==> config.mk <==
export PLATFORM = sky130hd
export DESIGN_NAME = speed_pwm_gen_flat
export DESIGN_NICKNAME = d
export VERILOG_FILES = /design/src/rtl/speed_pwm_gen_if.sv /design/src/rtl/speed_pwm_gen.sv /design/src/flat_wrapper.sv
export SDC_FILE = /design/constraint.sdc
export NUM_CORES = 1
export LEC_CHECK = 0
export ABC_AREA = 1
export CAP_MARGIN = 30
export CORE_MARGIN = 2
export CORE_UTILIZATION = 25
export DETAILED_ROUTE_END_ITERATION = 7
export DONT_BUFFER_PORTS = 1
export GPL_TIMING_DRIVEN = 1
export PLACE_DENSITY = 0.51
export RECOVER_POWER = 100
export SETUP_SLACK_MARGIN = 0.02
export SYNTH_ARGS = -nofsm -noshare
export SYNTH_HDL_FRONTEND = slang
export SYNTH_SLANG_ARGS = --single-unit
==> constraint.sdc <==
create_clock -name clk -period 2.8 [get_ports clk]
set_input_delay 0.42 -clock clk [delete_from_list [all_inputs] [get_ports clk]]
set_output_delay 0.42 -clock clk [all_outputs]
set_load 0.05 [all_outputs]
==> src/rtl/speed_pwm_gen_if.sv <==
// -----------------------------------------------------------------------------
// speed_pwm_gen_if
//   Duty-write bus for the speed-class PWM generator. The controller side
//   (master) posts one-cycle write strobes carrying a channel select and a
//   new duty value; the generator side (slave) answers with a one-cycle
//   error pulse when the select does not name a channel.
//
// Signals
//   dutyWe   master -> slave  duty write strobe, one cycle per write
//   dutySel  master -> slave  channel select (0 veer .. 4 ninetyFast)
//   dutyVal  master -> slave  new duty in clk cycles, CNT_W bits
//   dutyErr  slave  -> master one-cycle pulse after a write to an illegal channel
// -----------------------------------------------------------------------------
interface speed_pwm_gen_if #(
  parameter int CNT_W = 16
);

  logic             dutyWe;
  logic [2:0]       dutySel;
  logic [CNT_W-1:0] dutyVal;
  logic             dutyErr;

  modport master (
    output dutyWe,
    output dutySel,
    output dutyVal,
    input  dutyErr
  );

  modport slave (
    input  dutyWe,
    input  dutySel,
    input  dutyVal,
    output dutyErr
  );

endinterface

==> src/rtl/speed_pwm_gen.sv <==
// -----------------------------------------------------------------------------
// speed_pwm_gen
//   Five phase-aligned PWM channels (veer, full, hard, ninety, ninetyFast)
//   driven from one shared period counter. Every channel owns a shadow and an
//   active duty register; writes land in the shadow and are copied to the
//   active register only at a period boundary, so a waveform never changes
//   shape in the middle of a period. After enable, a soft-start ramp caps
//   every duty and grows by RAMP_STEP each period until it reaches PERIOD.
//
// Parameters
//   PERIOD     period length in clk cycles (2 .. 2^CNT_W-1)
//   CNT_W      width of the counter and of the duty values
//   RAMP_STEP  ramp increment per period; 0 turns the ramp off
//   DUTY0..4   duty loaded into shadow and active registers by reset
//
// Ports
//   clk                 system clock
//   rst                 asynchronous reset, active low
//   en                  run enable; low returns to IDLE with all outputs low
//   duty_bus            duty write bus (slave side), see speed_pwm_gen_if
//   veerSpeedPwm ..
//   ninetyFastSpeedPwm  registered PWM outputs, channels 0..4
//   periodStart         one-cycle pulse in the first cycle of each period
// -----------------------------------------------------------------------------
module speed_pwm_gen #(
  parameter int PERIOD    = 25000,
  parameter int CNT_W     = 16,
  parameter int RAMP_STEP = 2500,
  parameter int DUTY0     = 12500,
  parameter int DUTY1     = 25000,
  parameter int DUTY2     = 18750,
  parameter int DUTY3     = 10000,
  parameter int DUTY4     = 15000
) (
  input  logic            clk,
  input  logic            rst,
  input  logic            en,
  speed_pwm_gen_if.slave  duty_bus,
  output logic            veerSpeedPwm,
  output logic            fullSpeedPwm,
  output logic            hardSpeedPwm,
  output logic            ninetySpeedPwm,
  output logic            ninetyFastSpeedPwm,
  output logic            periodStart
);

  localparam int               NUM_CH      = 5;
  localparam logic [CNT_W-1:0] PERIOD_V    = CNT_W'(PERIOD);
  localparam logic [CNT_W-1:0] PERIOD_LAST = CNT_W'(PERIOD - 1);
  localparam logic [CNT_W-1:0] STEP_V      = CNT_W'(RAMP_STEP);
  localparam bit               RAMP_ON     = (RAMP_STEP != 0);

  typedef enum logic [1:0] {
    IDLE,
    SOFT,
    RUN
  } state_t;

  state_t           state;
  logic [CNT_W-1:0] cnt;
  logic [CNT_W-1:0] ramp;
  logic [CNT_W-1:0] shadow [NUM_CH];
  logic [CNT_W-1:0] active [NUM_CH];
  logic [NUM_CH-1:0] pwm;
  logic             period_start;
  logic             duty_err;

  logic             wr_ok;
  logic             wr_bad;
  logic             at_last;
  logic             load_active;
  logic [CNT_W:0]   ramp_sum;
  logic             ramp_done;
  logic [CNT_W-1:0] ramp_next;
  logic [CNT_W-1:0] shadow_next [NUM_CH];
  logic [CNT_W-1:0] eff [NUM_CH];
  logic [NUM_CH-1:0] hit;

  // Reset duty for a channel, taken from the DUTYn parameters.
  function automatic logic [CNT_W-1:0] reset_duty(input int ch);
    case (ch)
      0:       return CNT_W'(DUTY0);
      1:       return CNT_W'(DUTY1);
      2:       return CNT_W'(DUTY2);
      3:       return CNT_W'(DUTY3);
      default: return CNT_W'(DUTY4);
    endcase
  endfunction

  // Decode the write bus and the period boundary. The active registers load
  // from shadow_next rather than shadow so that a write arriving on the wrap
  // cycle (or on the enabling cycle) goes straight through to the period
  // that starts at that edge.
  always_comb begin
    wr_ok       = duty_bus.dutyWe && (duty_bus.dutySel < 3'd5);
    wr_bad      = duty_bus.dutyWe && (duty_bus.dutySel >= 3'd5);
    at_last     = (cnt == PERIOD_LAST);
    load_active = en && ((state == IDLE) || at_last);
    for (int ch = 0; ch < NUM_CH; ch++) begin
      shadow_next[ch] = (wr_ok && (duty_bus.dutySel == 3'(ch)))
                        ? duty_bus.dutyVal : shadow[ch];
    end
  end

  // Ramp arithmetic is done one bit wider than the counter so that
  // ramp + RAMP_STEP cannot wrap around before it is clamped to PERIOD.
  always_comb begin
    ramp_sum  = {1'b0, ramp} + {1'b0, STEP_V};
    ramp_done = (ramp_sum >= {1'b0, PERIOD_V});
    ramp_next = ramp_done ? PERIOD_V : ramp_sum[CNT_W-1:0];
  end

  // Effective duty and compare. During soft start the ramp caps the duty;
  // with the ramp switched off the active duty is used from the first period.
  // Duties at or above PERIOD need no special case: cnt never reaches them.
  always_comb begin
    for (int ch = 0; ch < NUM_CH; ch++) begin
      eff[ch] = active[ch];
      if ((state == SOFT) && RAMP_ON && (ramp < active[ch])) begin
        eff[ch] = ramp;
      end
      hit[ch] = (state != IDLE) && (cnt < eff[ch]);
    end
  end

  // Main state machine. Outputs are registered from the current cnt, so each
  // PWM edge trails the counter by one cycle and periodStart fires in the
  // cycle after cnt returns to 0. Shadow and active duties survive a drop to
  // IDLE and are only restored to DUTYn by reset.
  always_ff @(posedge clk or negedge rst) begin
    if (!rst) begin
      state        <= IDLE;
      cnt          <= '0;
      ramp         <= '0;
      pwm          <= '0;
      period_start <= 1'b0;
      duty_err     <= 1'b0;
      for (int ch = 0; ch < NUM_CH; ch++) begin
        shadow[ch] <= reset_duty(ch);
        active[ch] <= reset_duty(ch);
      end
    end else begin
      pwm          <= hit;
      period_start <= (state != IDLE) && (cnt == '0);
      duty_err     <= wr_bad;

      for (int ch = 0; ch < NUM_CH; ch++) begin
        shadow[ch] <= shadow_next[ch];
        if (load_active) begin
          active[ch] <= shadow_next[ch];
        end
      end

      case (state)
        IDLE: begin
          cnt  <= '0;
          ramp <= '0;
          if (en) begin
            state <= SOFT;
          end
        end

        SOFT: begin
          if (!en) begin
            state <= IDLE;
            cnt   <= '0;
            ramp  <= '0;
          end else if (at_last) begin
            cnt  <= '0;
            ramp <= ramp_next;
            if (!RAMP_ON || ramp_done) begin
              state <= RUN;
            end
          end else begin
            cnt <= cnt + CNT_W'(1);
          end
        end

        RUN: begin
          if (!en) begin
            state <= IDLE;
            cnt   <= '0;
            ramp  <= '0;
          end else if (at_last) begin
            cnt <= '0;
          end else begin
            cnt <= cnt + CNT_W'(1);
          end
        end

        default: begin
          state <= IDLE;
          cnt   <= '0;
          ramp  <= '0;
        end
      endcase
    end
  end

  assign veerSpeedPwm       = pwm[0];
  assign fullSpeedPwm       = pwm[1];
  assign hardSpeedPwm       = pwm[2];
  assign ninetySpeedPwm     = pwm[3];
  assign ninetyFastSpeedPwm = pwm[4];
  assign periodStart        = period_start;
  assign duty_bus.dutyErr   = duty_err;

endmodule

==> src/flat_wrapper.sv <==
// flat-port wrapper written by rule: the top's interface ports become plain ports
module speed_pwm_gen_flat 
#(
  parameter int PERIOD    = 25000,
  parameter int CNT_W     = 16,
  parameter int RAMP_STEP = 2500,
  parameter int DUTY0     = 12500,
  parameter int DUTY1     = 25000,
  parameter int DUTY2     = 18750,
  parameter int DUTY3     = 10000,
  parameter int DUTY4     = 15000
)
  (clk, rst, en, veerSpeedPwm, fullSpeedPwm, hardSpeedPwm, ninetySpeedPwm, ninetyFastSpeedPwm, periodStart, duty_bus_dutyWe, duty_bus_dutySel, duty_bus_dutyVal, duty_bus_dutyErr);
  speed_pwm_gen_if #(.CNT_W(CNT_W)) duty_bus_i ();
  input  logic clk;
  input  logic rst;
  input  logic en;
  output logic veerSpeedPwm;
  output logic fullSpeedPwm;
  output logic hardSpeedPwm;
  output logic ninetySpeedPwm;
  output logic ninetyFastSpeedPwm;
  output logic periodStart;
  input wire logic [$bits(duty_bus_i.dutyWe)-1:0] duty_bus_dutyWe;
  input wire logic [$bits(duty_bus_i.dutySel)-1:0] duty_bus_dutySel;
  input wire logic [$bits(duty_bus_i.dutyVal)-1:0] duty_bus_dutyVal;
  output wire logic [$bits(duty_bus_i.dutyErr)-1:0] duty_bus_dutyErr;
  assign duty_bus_i.dutyWe = duty_bus_dutyWe;
  assign duty_bus_i.dutySel = duty_bus_dutySel;
  assign duty_bus_i.dutyVal = duty_bus_dutyVal;
  assign duty_bus_dutyErr = duty_bus_i.dutyErr;
  speed_pwm_gen #(.PERIOD(PERIOD), .CNT_W(CNT_W), .RAMP_STEP(RAMP_STEP), .DUTY0(DUTY0), .DUTY1(DUTY1), .DUTY2(DUTY2), .DUTY3(DUTY3), .DUTY4(DUTY4)) u_core (.clk(clk), .rst(rst), .en(en), .duty_bus(duty_bus_i), .veerSpeedPwm(veerSpeedPwm), .fullSpeedPwm(fullSpeedPwm), .hardSpeedPwm(hardSpeedPwm), .ninetySpeedPwm(ninetySpeedPwm), .ninetyFastSpeedPwm(ninetyFastSpeedPwm), .periodStart(periodStart));
endmodule
# ---- Yosys cells after proc, flatten, opt, wreduce, memory -nomap -nowiden
# Cells that the tools add are included.
# Widths: inputs -> output; s select.
dict set report word_totals {
  regBits 201
  inputBits 23
  wordCells 93
}
dict set report op_classes {
  order_cmp 13
  reduce_logical 27
  n_addsub 2
  eq_ne 11
  muxes 24
}
# operator n
set op_table {}
lappend op_table {{$mux 16} 17}
lappend op_table {{$lt 16x16->1} 10}
lappend op_table {{$pmux 16 s2} 1}
lappend op_table {{$logic_and 1x1->1} 19}
lappend op_table {{$add 16x12->17 const B} 1}
lappend op_table {{$ge 17x15->1 const B} 1}
lappend op_table {{$add 16x1->16 const B} 1}
lappend op_table {{$eq 16x15->1 const B} 1}
lappend op_table {{$logic_not 16->1} 1}
lappend op_table {{$mux 2} 5}
lappend op_table {{$eq 3x2->1 const B} 2}
lappend op_table {{$ne 3x2->1 const B} 2}
lappend op_table {{$pmux 2 s3} 1}
lappend op_table {{$ne 2x2->1 const B} 2}
lappend op_table {{$reduce_and 4->1} 1}
lappend op_table {{$eq 3x1->1 const B} 1}
lappend op_table {{$eq 3x3->1 const B} 1}
lappend op_table {{$ge 3x3->1 const B} 1}
lappend op_table {{$logic_not 3->1} 1}
lappend op_table {{$lt 3x3->1 const B} 1}
lappend op_table {{$eq 2x1->1 const B} 1}
lappend op_table {{$eq 2x2->1 const B} 1}
lappend op_table {{$logic_not 2->1} 1}
lappend op_table {{$reduce_and 2->1} 1}
lappend op_table {{other kinds (3)} 3}

# ---- Logic depth before layout (Yosys ltp)
dict set report logic_depth {
  depth_word 6
  ltp_mapped 21
  ltp_nobuf 20
}

# ---- Worst setup path before layout
# OpenSTA, ideal clock, no wires.
dict set report synth_path {
  path_kind {reg2reg}
  from {reg u_core.active[29] in the netlist's numbering}
  to {reg u_core.pwm[3]}
  setup_time_ns 0.077
  t_required_ns 2.723
  arrival_time_ns 2.615
  path_stages_with_launch 20
  path_slack_ns 0.108
  period_less_slack_ns 2.692
  path_buffers 2
  cell_sequence {dfstp_2 > inv_1 > ha_1 > nand2_1 > nor2_1 > nand2_1 > nor2_1 > nor2_1 > nand2_1 > buf_2 > clkbuf_1 > nand2_1 > o21ai_0 > ha_1 > a21oi_1 > o21ai_0 > nand3_1 > a21oi_1 > nand3b_1 > a21oi_1}
}
dict set report synth_between {
  elab_chain_cells 5
}
# element line_no
set synth_lines {}
lappend synth_lines {{start, declared} speed_pwm_gen.sv:63} ;# logic [CNT_W-1:0] active [NUM_CH];
lappend synth_lines {{start signal, assigned by index} speed_pwm_gen.sv:140} ;# active[ch] <= reset_duty(ch);
lappend synth_lines {{start signal, assigned by index} speed_pwm_gen.sv:150} ;# active[ch] <= shadow_next[ch];
lappend synth_lines {{$lt 16x16->1} speed_pwm_gen.sv:119} ;# if ((state == SOFT) && RAMP_ON && (ramp < active[ch])) begin
lappend synth_lines {{$logic_and 1x1->1} speed_pwm_gen.sv:119}
lappend synth_lines {{$mux 16 *} speed_pwm_gen.sv:119}
lappend synth_lines {{$lt 16x16->1 *} speed_pwm_gen.sv:122} ;# hit[ch] = (state != IDLE) && (cnt < eff[ch]);
lappend synth_lines {{$logic_and 1x1->1 *} speed_pwm_gen.sv:122}
lappend synth_lines {{via u_core.hit[3]} speed_pwm_gen.sv:77} ;# logic [NUM_CH-1:0] hit;
lappend synth_lines {{end signal, assigned} speed_pwm_gen.sv:143} ;# pwm <= hit;
lappend synth_lines {{end, declared} speed_pwm_gen.sv:64} ;# logic [NUM_CH-1:0] pwm;
# Mark *: on every way through the listed nets, which the timed path passes. The rest lies on a longest branch.
# A chain may end at the register's enable or synchronous reset.

# ---- Worst setup path after layout
dict set report layout_path {
  from {reg u_core.ramp[5]}
  to {reg u_core.pwm[1]}
}
dict set report layout_between {
  elab_chain_cells 5
}
# element line_no
set layout_lines {}
lappend layout_lines {{start, declared} speed_pwm_gen.sv:61} ;# logic [CNT_W-1:0] ramp;
lappend layout_lines {{start signal, assigned} speed_pwm_gen.sv:170} ;# ramp <= ramp_next;
lappend layout_lines {{$lt 16x16->1} speed_pwm_gen.sv:119}
lappend layout_lines {{$logic_and 1x1->1} speed_pwm_gen.sv:119}
lappend layout_lines {{$mux 16 *} speed_pwm_gen.sv:119}
lappend layout_lines {{$lt 16x16->1 *} speed_pwm_gen.sv:122}
lappend layout_lines {{$logic_and 1x1->1 *} speed_pwm_gen.sv:122}
lappend layout_lines {{via u_core.hit[1]} speed_pwm_gen.sv:77}
# Marked as above.

==> flow_summary.toml <==
[die]
start_util_pct = 25.3
core_area_um2 = 49000
die_w_um = 227
ios = 30
die-area_um2 = 51400
die_h_um = 227
rows = 81

[pwr]
vdd_drop_max_mv = 0.490
power.leakage_nw = 7.78
power.density_nw_per_um2 = 1160

[synthesis]
synth_edf_count = 0
yosysWarnings = 0
ys_async_sr_fraction_pct = 100
avgSynthCellArea_um2 = 7.83
synth_ff_type = "dfrtp_1"
syn_area_um2 = 12400
synth_nets = 1759
ys_ff_latch = 199
postSynthCellCount = 1584
synth-seq-area-share_pct = 40.8
yosysUniqueCellTypes = 43

[timing]
layout_min_cycle_time_ps = 2840
setup_ws_ps = -45.0
min_period_over_period_pct = 102
slew_viol_final = 165
hold_violations = 199
fin_tns_setup_ps = -108
fin_skew_ps = 13.1
rsz0062_at_grt = "true"
hold_slack_ps = -355
fmax_mhz = 351
worst_slew_pin_slew_ps = 1770
slew_headroom_pct = -18.0
finalSetupViolations = 3

[cts]
insertion_delay_ps = 480
htree_levels = 4
cts.sinks = 199
cts_made_buffers = 17
cts_tree = "done"
clk_pin_slew_ps = 80
root_buffer = "clkbuf_16"
cts_buffer_depth = 2

[worst_setup_path]
path_common_cell = "nand2_2"
critPathLaunch = "u_core.ramp[5]"
rr_startpoint = "u_core.ramp[5]"
r2r_cells = 17
regToRegSetupSlack_ps = -40
cp_max_fo = 3
crit_chain = "buf_4 -> ha_4 -> nand2_1 -> nand2_1 -> a21oi_2 -> nand2_2 -> nand2_2 -> nand2_4 -> buf_16 -> buf_12 -> o21ai_2 -> ha_1 -> a21oi_1 -> nor2_1 -> a211oi_2 -> nand2_2 -> a21oi_2"
slowest_delay_ps = 470
crit_arrival_ps = 3240
cp_slowest_cell = "dfrtp_1"
reg2reg_to = "u_core.pwm[1]"
worstPathRequired_ps = 3200
crit_type = "reg -> reg"
worst_setup_path_endpoint = "u_core.pwm[1]"
cp-start-kind = "flop"
end_kind = "flop"

[cells_and_area]
num_antenna_cells = 0
final_cell_mix = "nand2_1 (443), inv_1 (181), o21ai_0 (160)"
fin_area_um2 = 16100
drive_gt1_share_pct = 27.1
final_nets = 1897
final_common_cell = "nand2_1"
area_growth_pct = 30.2

[route]
drt_iter0_markers = 627
routed_wirelength_um = 39900
wire_per_inst_um = 16.6
drc = 0
viasPerCell = 4.55
drt_pass1_iterations = 7
ant_nets = 0
via_count = 10900

[run_status]
violations = "negative hold slack, max-capacitance violations, max-slew violations, negative setup slack"
status = "finished with violations"

[placed_design]
place_area_um2 = 14000
place.gp.congestion = 0.865
hpwl_um = 28100
io_buffers = 0
pre_cts_slack_ps = -315

[global_route]
grt_max_degree = 200
gr-usage-all-layers_pct = 16.0
antenna_found_initial = 0
gr-total-overflow = 0
grt_pass1_vias = 10700
grt_pass1_wl_um = 61400

[worst_hold_path]
hp-class = "in -> async"

[job]
cap_viol_max_count = 5
## where the power goes
group | leakage, nW | switching, mW | internal, mW
Clock | 0.258 | 1.25 | 1.16
Sequential | 2.40 | 0.567 | 3.97
Combinational | 5.12 | 6.65 | 5.09
Total | 7.78 | 8.47 | 10.2
## cell usage after synthesis, types with 23 or more instances
cell type / number / area share (%)
nand2_1: 497 / 15
inv_1: 191 / 5.8
o21ai_0: 159 / 6.4
ha_1: 152 / 15
dfrtp_1: 135 / 27
o21ai_1: 82 / 3.3
nor2_1: 79 / 2.4
dfstp_2: 64 / 14
a21oi_1: 53 / 2.1
nand3_1: 27 / 1.1
clkbuf_1: 26 / 0.79
buf_2: 23 / 0.93
## registers in the layout, summed over array words and instances, names as in the netlist
signal and count:
u_core.periodStart 1, u_core.ramp 14, u_core.duty_bus.dutyErr 1, u_core.cnt 16
u_core.state 2, u_core.shadow 80, u_core.pwm 5, u_core.active 80
## worst min path at each step
stage | from | end | slack, ps | cells past startpoint
2_1_floorplan | rst | u_core.active[0] | 120 | 0
3_3_place_gp | rst | u_core.shadow[5] | 140 | 0
3_5_place_dp | rst | u_core.shadow[5] | 140 | 0
4_1_cts | rst | u_core.cnt[14] | -380 | 0
5_1_grt | rst | u_core.shadow[16] | -380 | 0
6_report | rst | u_core.shadow[5] | -360 | 0
## metal layers
layer  track usage [%]  part of all wire (%)
met1              21.8                    47
met5                 0                     0
met4              6.18                   3.0
met2              25.0                    45
met3              2.99                   4.1
## logic make-up (layout without fill, tap and decap cells)
family / count (synthesis) / count (layout) / synth area share [%]
buffers and inverters: 257 / 408 / 8.32
adders and majority gates: 152 / 152 / 15.3
and+or+nand+nor: 646 / 646 / 21.1
DFF: 199 / 199 / 40.8
AOI/OAI and AO/OA: 316 / 316 / 13.3
muxes: 5 / 5 / 0.454
xor gates and xnor gates: 9 / 9 / 0.697
## cell type report
type	count	area, um^2
timing repair buffer	179	1680
inverter	197	739
fill	5108	32800
clock buffer	17	425
clock inverter	15	121
multi-input combinational	1128	7280
sequential	199	5070
tap	664	831
## critical path: cells and delay by family, from the launching register on
| family | cells | cell delay [ps] |
|---|---|---|
| flip-flops | 1 | 470 |
| buffers and inverters | 3 | 450 |
| AO/OA/AOI/OAI | 5 | 800 |
| AND/OR/NAND/NOR | 7 | 570 |
| adder cells (fa/ha/maj) | 2 | 490 |
## metrics by stage
stage | instances | utilization [%] | power, mW
floorplan | 1584 | - | 9.84
global placement | 2315 | 28.7 | 13.2
detailed placement | 2315 | 28.7 | 13.3
CTS | 2373 | 31.4 | 17.2
global route | 2399 | 33.0 | 20.3
finish | 2399 | 33.0 | 18.7
## timing repair
| action | in CTS | in global routing |
|---|---|---|
| resized for setup | 139 | 146 |
| setup buffers | 23 | 23 |
| setup endpoints to repair | 5 | 5 |
| endpoints found under the hold margin | 199 | 199 |
| cloned | 4 | 4 |
| pin swaps | 63 | 101 |
No activity file was read; power rests on OpenSTA's default activity.
